===== config.mk =====
export PLATFORM = sky130hd
export DESIGN_NAME = stopwatch_lap_controller_flat
export DESIGN_NICKNAME = d
export VERILOG_FILES = /design/src/rtl/stopwatch_pkg.sv /design/src/rtl/stopwatch_lap_controller_if.sv /design/src/rtl/stopwatch_lap_mem.sv /design/src/rtl/stopwatch_lap_controller.sv /design/src/flat_wrapper.sv
export SDC_FILE = /design/constraint.sdc
export NUM_CORES = 1
export LEC_CHECK = 0
export CAP_MARGIN = 20
export CORE_UTILIZATION = 50
export CTS_BUF_LIST = sky130_fd_sc_hd__clkbuf_2
export DETAILED_ROUTE_END_ITERATION = 7
export PLACE_DENSITY = 0.68
export SYNTH_ARGS = -nofsm -noshare
export SYNTH_HDL_FRONTEND = slang
export SYNTH_SLANG_ARGS = --single-unit

===== constraint.sdc =====
create_clock -name clk -period 4.08 [get_ports clk]
set_clock_uncertainty 0.2 [all_clocks]
set_input_delay 0.408 -clock clk [delete_from_list [all_inputs] [get_ports clk]]
set_output_delay 0.408 -clock clk [all_outputs]
set_load 0.02 [all_outputs]

===== src/rtl/stopwatch_pkg.sv =====
// Shared constants and state encoding for the stopwatch lap controller.
// The default parameters describe the standard 4-lap, 0.1 s resolution build.
package stopwatch_pkg;

    localparam int DEF_MEM_SIZE   = 4;
    localparam int DEF_TIME_WIDTH = 14;
    localparam int DEF_MAX_TIME   = 9999;
    localparam int DEF_IDX_WIDTH  = 3;

    typedef enum logic [1:0] {
        IDLE    = 2'd0,
        RUN     = 2'd1,
        STOPPED = 2'd2,
        REVIEW  = 2'd3
    } state_t;

endpackage


===== src/rtl/stopwatch_lap_controller_if.sv =====
// Button/timer pulses into the controller and display values out of it.
// Signal suffixes are from the controller's point of view (slave modport).
interface stopwatch_lap_controller_if #(
    parameter int TIME_WIDTH = 14,
    parameter int IDX_WIDTH  = 3
);

    logic                  start_stop_i;
    logic                  lap_i;
    logic                  show_i;
    logic                  clear_i;
    logic                  tick_i;

    logic                  running_o;
    logic [TIME_WIDTH-1:0] show_time_o;
    logic [TIME_WIDTH-1:0] lap_delta_o;
    logic [IDX_WIDTH-1:0]  lap_count_o;
    logic [IDX_WIDTH-1:0]  show_idx_o;
    logic                  mem_full_o;

    modport slave (
        input  start_stop_i, lap_i, show_i, clear_i, tick_i,
        output running_o, show_time_o, lap_delta_o, lap_count_o, show_idx_o, mem_full_o
    );

    modport master (
        output start_stop_i, lap_i, show_i, clear_i, tick_i,
        input  running_o, show_time_o, lap_delta_o, lap_count_o, show_idx_o, mem_full_o
    );

endinterface


===== src/rtl/stopwatch_lap_mem.sv =====
// Lap register file: one synchronous write port, one combinational read port,
// async reset plus a synchronous clear used by soft clear and stopwatch reset.
module stopwatch_lap_mem #(
    parameter int MEM_SIZE   = 4,
    parameter int TIME_WIDTH = 14,
    parameter int IDX_WIDTH  = 3
) (
    input  logic                  clk,
    input  logic                  rst,
    input  logic                  clr_i,
    input  logic                  we_i,
    input  logic [IDX_WIDTH-1:0]  wr_addr_i,
    input  logic [TIME_WIDTH-1:0] wr_data_i,
    input  logic [IDX_WIDTH-1:0]  rd_addr_i,
    output logic [TIME_WIDTH-1:0] rd_data_o
);

    logic [TIME_WIDTH-1:0] mem_q [MEM_SIZE];

    // Address decode by comparison keeps the index width independent of MEM_SIZE.
    always_ff @(posedge clk or posedge rst) begin
        if (rst) begin
            for (int i = 0; i < MEM_SIZE; i++) mem_q[i] <= '0;
        end else if (clr_i) begin
            for (int i = 0; i < MEM_SIZE; i++) mem_q[i] <= '0;
        end else if (we_i) begin
            for (int i = 0; i < MEM_SIZE; i++) begin
                if (wr_addr_i == IDX_WIDTH'(i)) mem_q[i] <= wr_data_i;
            end
        end
    end

    always_comb begin
        rd_data_o = '0;
        for (int i = 0; i < MEM_SIZE; i++) begin
            if (rd_addr_i == IDX_WIDTH'(i)) rd_data_o = mem_q[i];
        end
    end

endmodule


===== src/rtl/stopwatch_lap_controller.sv =====
// Stopwatch control FSM: elapsed-time counter, lap capture with delta,
// and selection of the live count or a stored lap for the display.
module stopwatch_lap_controller
    import stopwatch_pkg::*;
#(
    parameter int MEM_SIZE   = DEF_MEM_SIZE,
    parameter int TIME_WIDTH = DEF_TIME_WIDTH,
    parameter int MAX_TIME   = DEF_MAX_TIME,
    parameter int IDX_WIDTH  = DEF_IDX_WIDTH
) (
    input  logic                       clk,
    input  logic                       rst,
    stopwatch_lap_controller_if.slave  bus
);

    localparam logic [TIME_WIDTH-1:0] MAX_T   = TIME_WIDTH'(MAX_TIME);
    localparam logic [TIME_WIDTH:0]   MODULUS = (TIME_WIDTH+1)'(MAX_TIME + 1);
    localparam logic [IDX_WIDTH-1:0]  FULL    = IDX_WIDTH'(MEM_SIZE);

    state_t                state_q, state_d;
    logic [TIME_WIDTH-1:0] count_q, count_d;
    logic [TIME_WIDTH-1:0] last_lap_q, last_lap_d;
    logic [TIME_WIDTH-1:0] lap_delta_q, lap_delta_d;
    logic [IDX_WIDTH-1:0]  lap_count_q, lap_count_d;
    logic [IDX_WIDTH-1:0]  show_idx_q, show_idx_d;

    logic                  mem_we, mem_clr;
    logic [IDX_WIDTH-1:0]  rd_addr;
    logic [TIME_WIDTH-1:0] rd_data;
    logic [TIME_WIDTH-1:0] count_inc;
    logic [TIME_WIDTH:0]   diff;

    stopwatch_lap_mem #(
        .MEM_SIZE   (MEM_SIZE),
        .TIME_WIDTH (TIME_WIDTH),
        .IDX_WIDTH  (IDX_WIDTH)
    ) u_mem (
        .clk       (clk),
        .rst       (rst),
        .clr_i     (mem_clr),
        .we_i      (mem_we),
        .wr_addr_i (lap_count_q),
        .wr_data_i (count_q),
        .rd_addr_i (rd_addr),
        .rd_data_o (rd_data)
    );

    // One extra bit keeps the modulo correction from overflowing.
    always_comb begin
        count_inc = (count_q == MAX_T) ? '0 : count_q + TIME_WIDTH'(1);
        if (count_q >= last_lap_q) diff = {1'b0, count_q} - {1'b0, last_lap_q};
        else                       diff = {1'b0, count_q} + MODULUS - {1'b0, last_lap_q};
    end

    always_comb begin
        state_d     = state_q;
        count_d     = count_q;
        last_lap_d  = last_lap_q;
        lap_delta_d = lap_delta_q;
        lap_count_d = lap_count_q;
        show_idx_d  = show_idx_q;
        mem_we      = 1'b0;
        mem_clr     = 1'b0;

        if (bus.clear_i) begin
            state_d     = IDLE;
            count_d     = '0;
            last_lap_d  = '0;
            lap_delta_d = '0;
            lap_count_d = '0;
            show_idx_d  = '0;
            mem_clr     = 1'b1;
        end else begin
            case (state_q)
                IDLE: begin
                    if (bus.start_stop_i) state_d = RUN;
                end
                RUN: begin
                    if (bus.tick_i) count_d = count_inc;
                    if (bus.start_stop_i) begin
                        state_d = STOPPED;
                    end else if (bus.lap_i) begin
                        lap_delta_d = TIME_WIDTH'(diff);
                        last_lap_d  = count_q;
                        if (lap_count_q < FULL) begin
                            mem_we      = 1'b1;
                            lap_count_d = lap_count_q + IDX_WIDTH'(1);
                        end
                    end
                end
                STOPPED, REVIEW: begin
                    if (bus.start_stop_i) begin
                        state_d    = RUN;
                        show_idx_d = '0;
                    end else if (bus.lap_i) begin
                        // Stopwatch reset: same as clear but reached via lap while halted.
                        state_d     = IDLE;
                        count_d     = '0;
                        last_lap_d  = '0;
                        lap_delta_d = '0;
                        lap_count_d = '0;
                        show_idx_d  = '0;
                        mem_clr     = 1'b1;
                    end else if (bus.show_i) begin
                        if (state_q == STOPPED) begin
                            if (lap_count_q != '0) begin
                                state_d    = REVIEW;
                                show_idx_d = IDX_WIDTH'(1);
                            end
                        end else if (show_idx_q == lap_count_q) begin
                            state_d    = STOPPED;
                            show_idx_d = '0;
                        end else begin
                            show_idx_d = show_idx_q + IDX_WIDTH'(1);
                        end
                    end
                end
                default: state_d = IDLE;
            endcase
        end
    end

    always_ff @(posedge clk or posedge rst) begin
        if (rst) begin
            state_q     <= IDLE;
            count_q     <= '0;
            last_lap_q  <= '0;
            lap_delta_q <= '0;
            lap_count_q <= '0;
            show_idx_q  <= '0;
        end else begin
            state_q     <= state_d;
            count_q     <= count_d;
            last_lap_q  <= last_lap_d;
            lap_delta_q <= lap_delta_d;
            lap_count_q <= lap_count_d;
            show_idx_q  <= show_idx_d;
        end
    end

    assign rd_addr         = show_idx_q - IDX_WIDTH'(1);
    assign bus.show_time_o = (show_idx_q == '0) ? count_q : rd_data;
    assign bus.running_o   = (state_q == RUN);
    assign bus.mem_full_o  = (lap_count_q == FULL);
    assign bus.lap_delta_o = lap_delta_q;
    assign bus.lap_count_o = lap_count_q;
    assign bus.show_idx_o  = show_idx_q;

endmodule


===== src/flat_wrapper.sv =====
// flat-port wrapper written by rule: the top's interface ports become plain ports
module stopwatch_lap_controller_flat import stopwatch_pkg::*;
#(
    parameter int MEM_SIZE   = DEF_MEM_SIZE,
    parameter int TIME_WIDTH = DEF_TIME_WIDTH,
    parameter int MAX_TIME   = DEF_MAX_TIME,
    parameter int IDX_WIDTH  = DEF_IDX_WIDTH
)
  (clk, rst, bus_start_stop_i, bus_lap_i, bus_show_i, bus_clear_i, bus_tick_i, bus_running_o, bus_show_time_o, bus_lap_delta_o, bus_lap_count_o, bus_show_idx_o, bus_mem_full_o);
  stopwatch_lap_controller_if #(.TIME_WIDTH(TIME_WIDTH), .IDX_WIDTH(IDX_WIDTH)) bus_i ();
  input  logic clk;
  input  logic rst;
  input wire logic [$bits(bus_i.start_stop_i)-1:0] bus_start_stop_i;
  input wire logic [$bits(bus_i.lap_i)-1:0] bus_lap_i;
  input wire logic [$bits(bus_i.show_i)-1:0] bus_show_i;
  input wire logic [$bits(bus_i.clear_i)-1:0] bus_clear_i;
  input wire logic [$bits(bus_i.tick_i)-1:0] bus_tick_i;
  output wire logic [$bits(bus_i.running_o)-1:0] bus_running_o;
  output wire logic [$bits(bus_i.show_time_o)-1:0] bus_show_time_o;
  output wire logic [$bits(bus_i.lap_delta_o)-1:0] bus_lap_delta_o;
  output wire logic [$bits(bus_i.lap_count_o)-1:0] bus_lap_count_o;
  output wire logic [$bits(bus_i.show_idx_o)-1:0] bus_show_idx_o;
  output wire logic [$bits(bus_i.mem_full_o)-1:0] bus_mem_full_o;
  assign bus_i.start_stop_i = bus_start_stop_i;
  assign bus_i.lap_i = bus_lap_i;
  assign bus_i.show_i = bus_show_i;
  assign bus_i.clear_i = bus_clear_i;
  assign bus_i.tick_i = bus_tick_i;
  assign bus_running_o = bus_i.running_o;
  assign bus_show_time_o = bus_i.show_time_o;
  assign bus_lap_delta_o = bus_i.lap_delta_o;
  assign bus_lap_count_o = bus_i.lap_count_o;
  assign bus_show_idx_o = bus_i.show_idx_o;
  assign bus_mem_full_o = bus_i.mem_full_o;
  stopwatch_lap_controller #(.MEM_SIZE(MEM_SIZE), .TIME_WIDTH(TIME_WIDTH), .MAX_TIME(MAX_TIME), .IDX_WIDTH(IDX_WIDTH)) u_core (.clk(clk), .rst(rst), .bus(bus_i));
endmodule

==> flow_summary.toml <==
[place]
dp_slack_ps = 541.9
place_hpwl_um = 11930
placed_area_um2 = 7279
placement.io_buffers = 42
gp_congestion = 0.8769

[worst_setup_path]
cpMaxStageDelayCell = "clkdlybuf4s50_1"
cp-end-kind = "output port"
rr_worst_depth = 11
crit_top_cell = "a21oi_1"
cp.required_ps = 3470
max_stage_delay_ps = 660
arrival_ps = 3260
crit_chain = "inv_1, ha_1, xnor2_1, and3b_2, a22oi_1, a21oi_1, o22ai_1, a21oi_1, clkdlybuf4s50_1"
critPathKind = "reg2out"
start_kind = "flip-flop"
worstPathMaxFanout = 7

[synth]
synth_edf_count = 0
synth_cell_types = 67
ys_warn_count = 0
synth_fp_nets = 839
yosys_most_used_dff = "dfrtp_1"
synth_seq_cells = 106
syn_inst = 782
ys_seq_area_frac = 0.3948
syn_area_um2 = 6719
synthArstFlopShare = 1.000
avgSynthCellArea_um2 = 8.592

[sta]
hold_viol = 0
final.period_utilization = 0.9492
final.setup.tns_ps = 0
fin_ws_ps = 207.3
min_period_ps = 3873
setup_viol = 0
rsz0062_at_grt = "no"
slew_violations = 0
worst_pin_slew_ps = 971.3
max_slew_margin = 0.3521
fmax_ghz = 0.2582

[route]
wl_per_cell_um = 17.10
ant_nets = 0
first_pass_iters = 5
wl_um = 16820
initialDrtViolationCount = 431
vias = 5732
vias_per_cell = 5.825
route.detailed.drc = 0

[clock_network]
cts_tree = "done"
clk_pin_slew_ps = 280
clockBufferDepth = 2
clock_latency_ps = 630
cts_sinks = 106
cts-root-buf = "clkbuf_2"
htreeDepth = 3
cts-buffers-inserted = 9

[cells_and_area]
register_area_um2 = 2655
utilization = 0.5762
drive_gt1_frac = 0.08498
syn2layout_area_growth_pct = 10.43
multi_input_area_um2 = 3706
final_nets = 864
stdcell_area_um2 = 7420
nFillCells = 1181
diodes = 0

[die]
chipHeight_um = 117.9
initial_core_util = 0.5218
pin_count = 43
die_area_um2 = 13910
rows = 41
coreArea_um2 = 12880
die_width_um = 117.9

[power_and_ir_drop]
leakage_nw = 3.292
powerDensity_nw_per_um2 = 262.0
vdd_ir_drop_max_mv = 0.1797

[grt]
grt_antenna_before_repair = 0
grtUsageTotal = 0.2539
grt_pass1_vias = 5576
grt_max_degree = 58
grt_first_pass_wirelength_um = 27910
overflow = 0

[min_path]
holdPathStages = 1
min-delay-path-class = "reg2reg"

[flow_run]
maxCapViolations = 0

[run_status]
status = "complete, no violations"
[power by group]
group | internal (mW) | total, mW | leakage, nW | switching [mW]
sequential | 1.07 | 1.09 | 1.47 | 0.0273
clock | 0.0818 | 0.441 | 0.0532 | 0.359
combinational | 0.158 | 0.409 | 1.77 | 0.250
[cell type report]
type                       instances  area share
multi-input combinational        585      0.4995
sequential                       106      0.3578
timing repair buffer              62     0.07993
tap                              172     0.02900
inverter                          43     0.02209
clock buffer                      11    0.007420
clock inverter                     5    0.004216
[layer usage]
metal	global-route usage	part of all wire
met1	0.3579	0.47
met3	0.05572	0.055
met5	0	0
met4	0.06410	0.015
met2	0.3945	0.46
[cell usage after synthesis (3+ instances only)]
| cell type | n | area, um2 |
|---|---|---|
| nand2_1 | 159 | 596.8 |
| dfrtp_1 | 106 | 2653 |
| a21oi_1 | 100 | 500.5 |
| ha_1 | 44 | 550.5 |
| nor2_1 | 42 | 157.7 |
| inv_1 | 40 | 150.1 |
| clkbuf_1 | 29 | 108.9 |
| o22ai_1 | 29 | 181.4 |
| o21ai_0 | 28 | 140.1 |
| xor2_1 | 18 | 157.7 |
| xnor2_1 | 17 | 148.9 |
| a22o_1 | 15 | 131.4 |
| a22oi_1 | 15 | 112.6 |
| buf_2 | 10 | 50.05 |
| a21o_1 | 7 | 52.55 |
| nand3_1 | 7 | 35.03 |
| nor3_1 | 7 | 35.03 |
| o21ai_1 | 7 | 35.03 |
| fa_1 | 6 | 120.1 |
| nand4_1 | 6 | 37.54 |
| a31oi_1 | 5 | 31.28 |
| and3_1 | 5 | 31.28 |
| buf_1 | 5 | 18.77 |
| nand2b_1 | 5 | 31.28 |
| a211oi_1 | 4 | 30.03 |
| and2_0 | 4 | 25.02 |
| and2_1 | 3 | 18.77 |
| inv_2 | 3 | 11.26 |
| nor2b_1 | 3 | 18.77 |
| nor4_1 | 3 | 18.77 |
| o221ai_1 | 3 | 26.28 |
| or3_1 | 3 | 18.77 |
[cell families (layout without fill, tap and decap cells)]
group	after synthesis	in the layout	synth area share
AND/OR/NAND/NOR	261	261	0.1719
AO/OA/AOI/OAI	238	238	0.2292
flip-flops	106	106	0.3948
buffers and inverters	91	121	0.05698
adder cells (fa/ha/maj)	50	50	0.09981
XOR/XNOR	35	35	0.04562
multiplexers	1	1	0.001676
[metrics by stage]
step | hold slack, ps | total power, mW | instances
floorplan | 256.3 | 1.392 | 782
global placement | 257.6 | 1.506 | 965
detailed placement | 265.4 | 1.517 | 965
CTS | 260.8 | 1.962 | 982
global route | 285.9 | 2.052 | 984
finish | 319.6 | 1.944 | 984
[critical path: cells and delay by family, from the launching register on]
family / cells / cell delay, ps
AND/OR/NAND/NOR: 1 / 330
AO/OA/AOI/OAI: 4 / 690
XOR/XNOR: 1 / 200
flip-flops: 1 / 470
buffers and inverters: 2 / 750
adder cells (fa/ha/maj): 1 / 210
[what timing repair did]
item / in CTS / in global routing
hold buffers: 1 / 0
endpoints found under the setup margin: 13 / 14
pin swaps: 0 / 1
gates cloned: 0 / 0
endpoints found under the hold margin: 30 / 0
setup buffers: 0 / 2
gates resized for setup: 5 / 9
[registers in the layout, indices dropped and copies added (netlist names)]
register,count
u_core.bus.lap_count_o,3
u_core.bus.show_idx_o,3
u_core.u_mem.mem_q,56
u_core.bus.lap_delta_o,14
u_core.state_q,2
u_core.last_lap_q,14
u_core.count_q,14
[worst paths after layout]
path | startpoint | endpoint | slack, ps
max reg2reg | u_core.count_q[1] | u_core.bus.lap_delta_o[13] | 740
max | u_core.bus.show_idx_o[1] | bus_show_time_o[5] | 210
max in group asynchronous | rst | u_core.u_mem.mem_q[5] | 2250
min in group asynchronous | rst | u_core.last_lap_q[11] | 530
min reg2reg | u_core.bus.lap_delta_o[9] | u_core.bus.lap_delta_o[9] | 320
min | u_core.bus.lap_delta_o[9] | u_core.bus.lap_delta_o[9] | 320
[cell usage in the layout (no fill, tap or decap), types with 3 or more instances in the layout]
cell	Yosys	final
nand2_1	159	159
dfrtp_1	106	104
a21oi_1	100	99
ha_1	44	44
nor2_1	42	41
inv_1	40	39
clkdlybuf4s50_1	0	34
o22ai_1	29	29
o21ai_0	28	28
buf_4	1	19
xor2_1	18	18
xnor2_1	17	17
a22o_1	15	15
a22oi_1	15	15
clkbuf_2	0	11
dlymetal6s2s_1	0	8
nand3_1	7	7
nor3_1	7	7
o21ai_1	7	7
a21o_1	7	7
nand4_1	6	6
fa_1	6	6
and3_1	5	5
nand2b_1	5	5
a31oi_1	5	5
a211oi_1	4	4
and2_0	4	3
nor2b_1	3	3
inv_2	3	3
and2_1	3	3
o221ai_1	3	3
or3_1	3	3
Power figures use the tool's default switching activity.
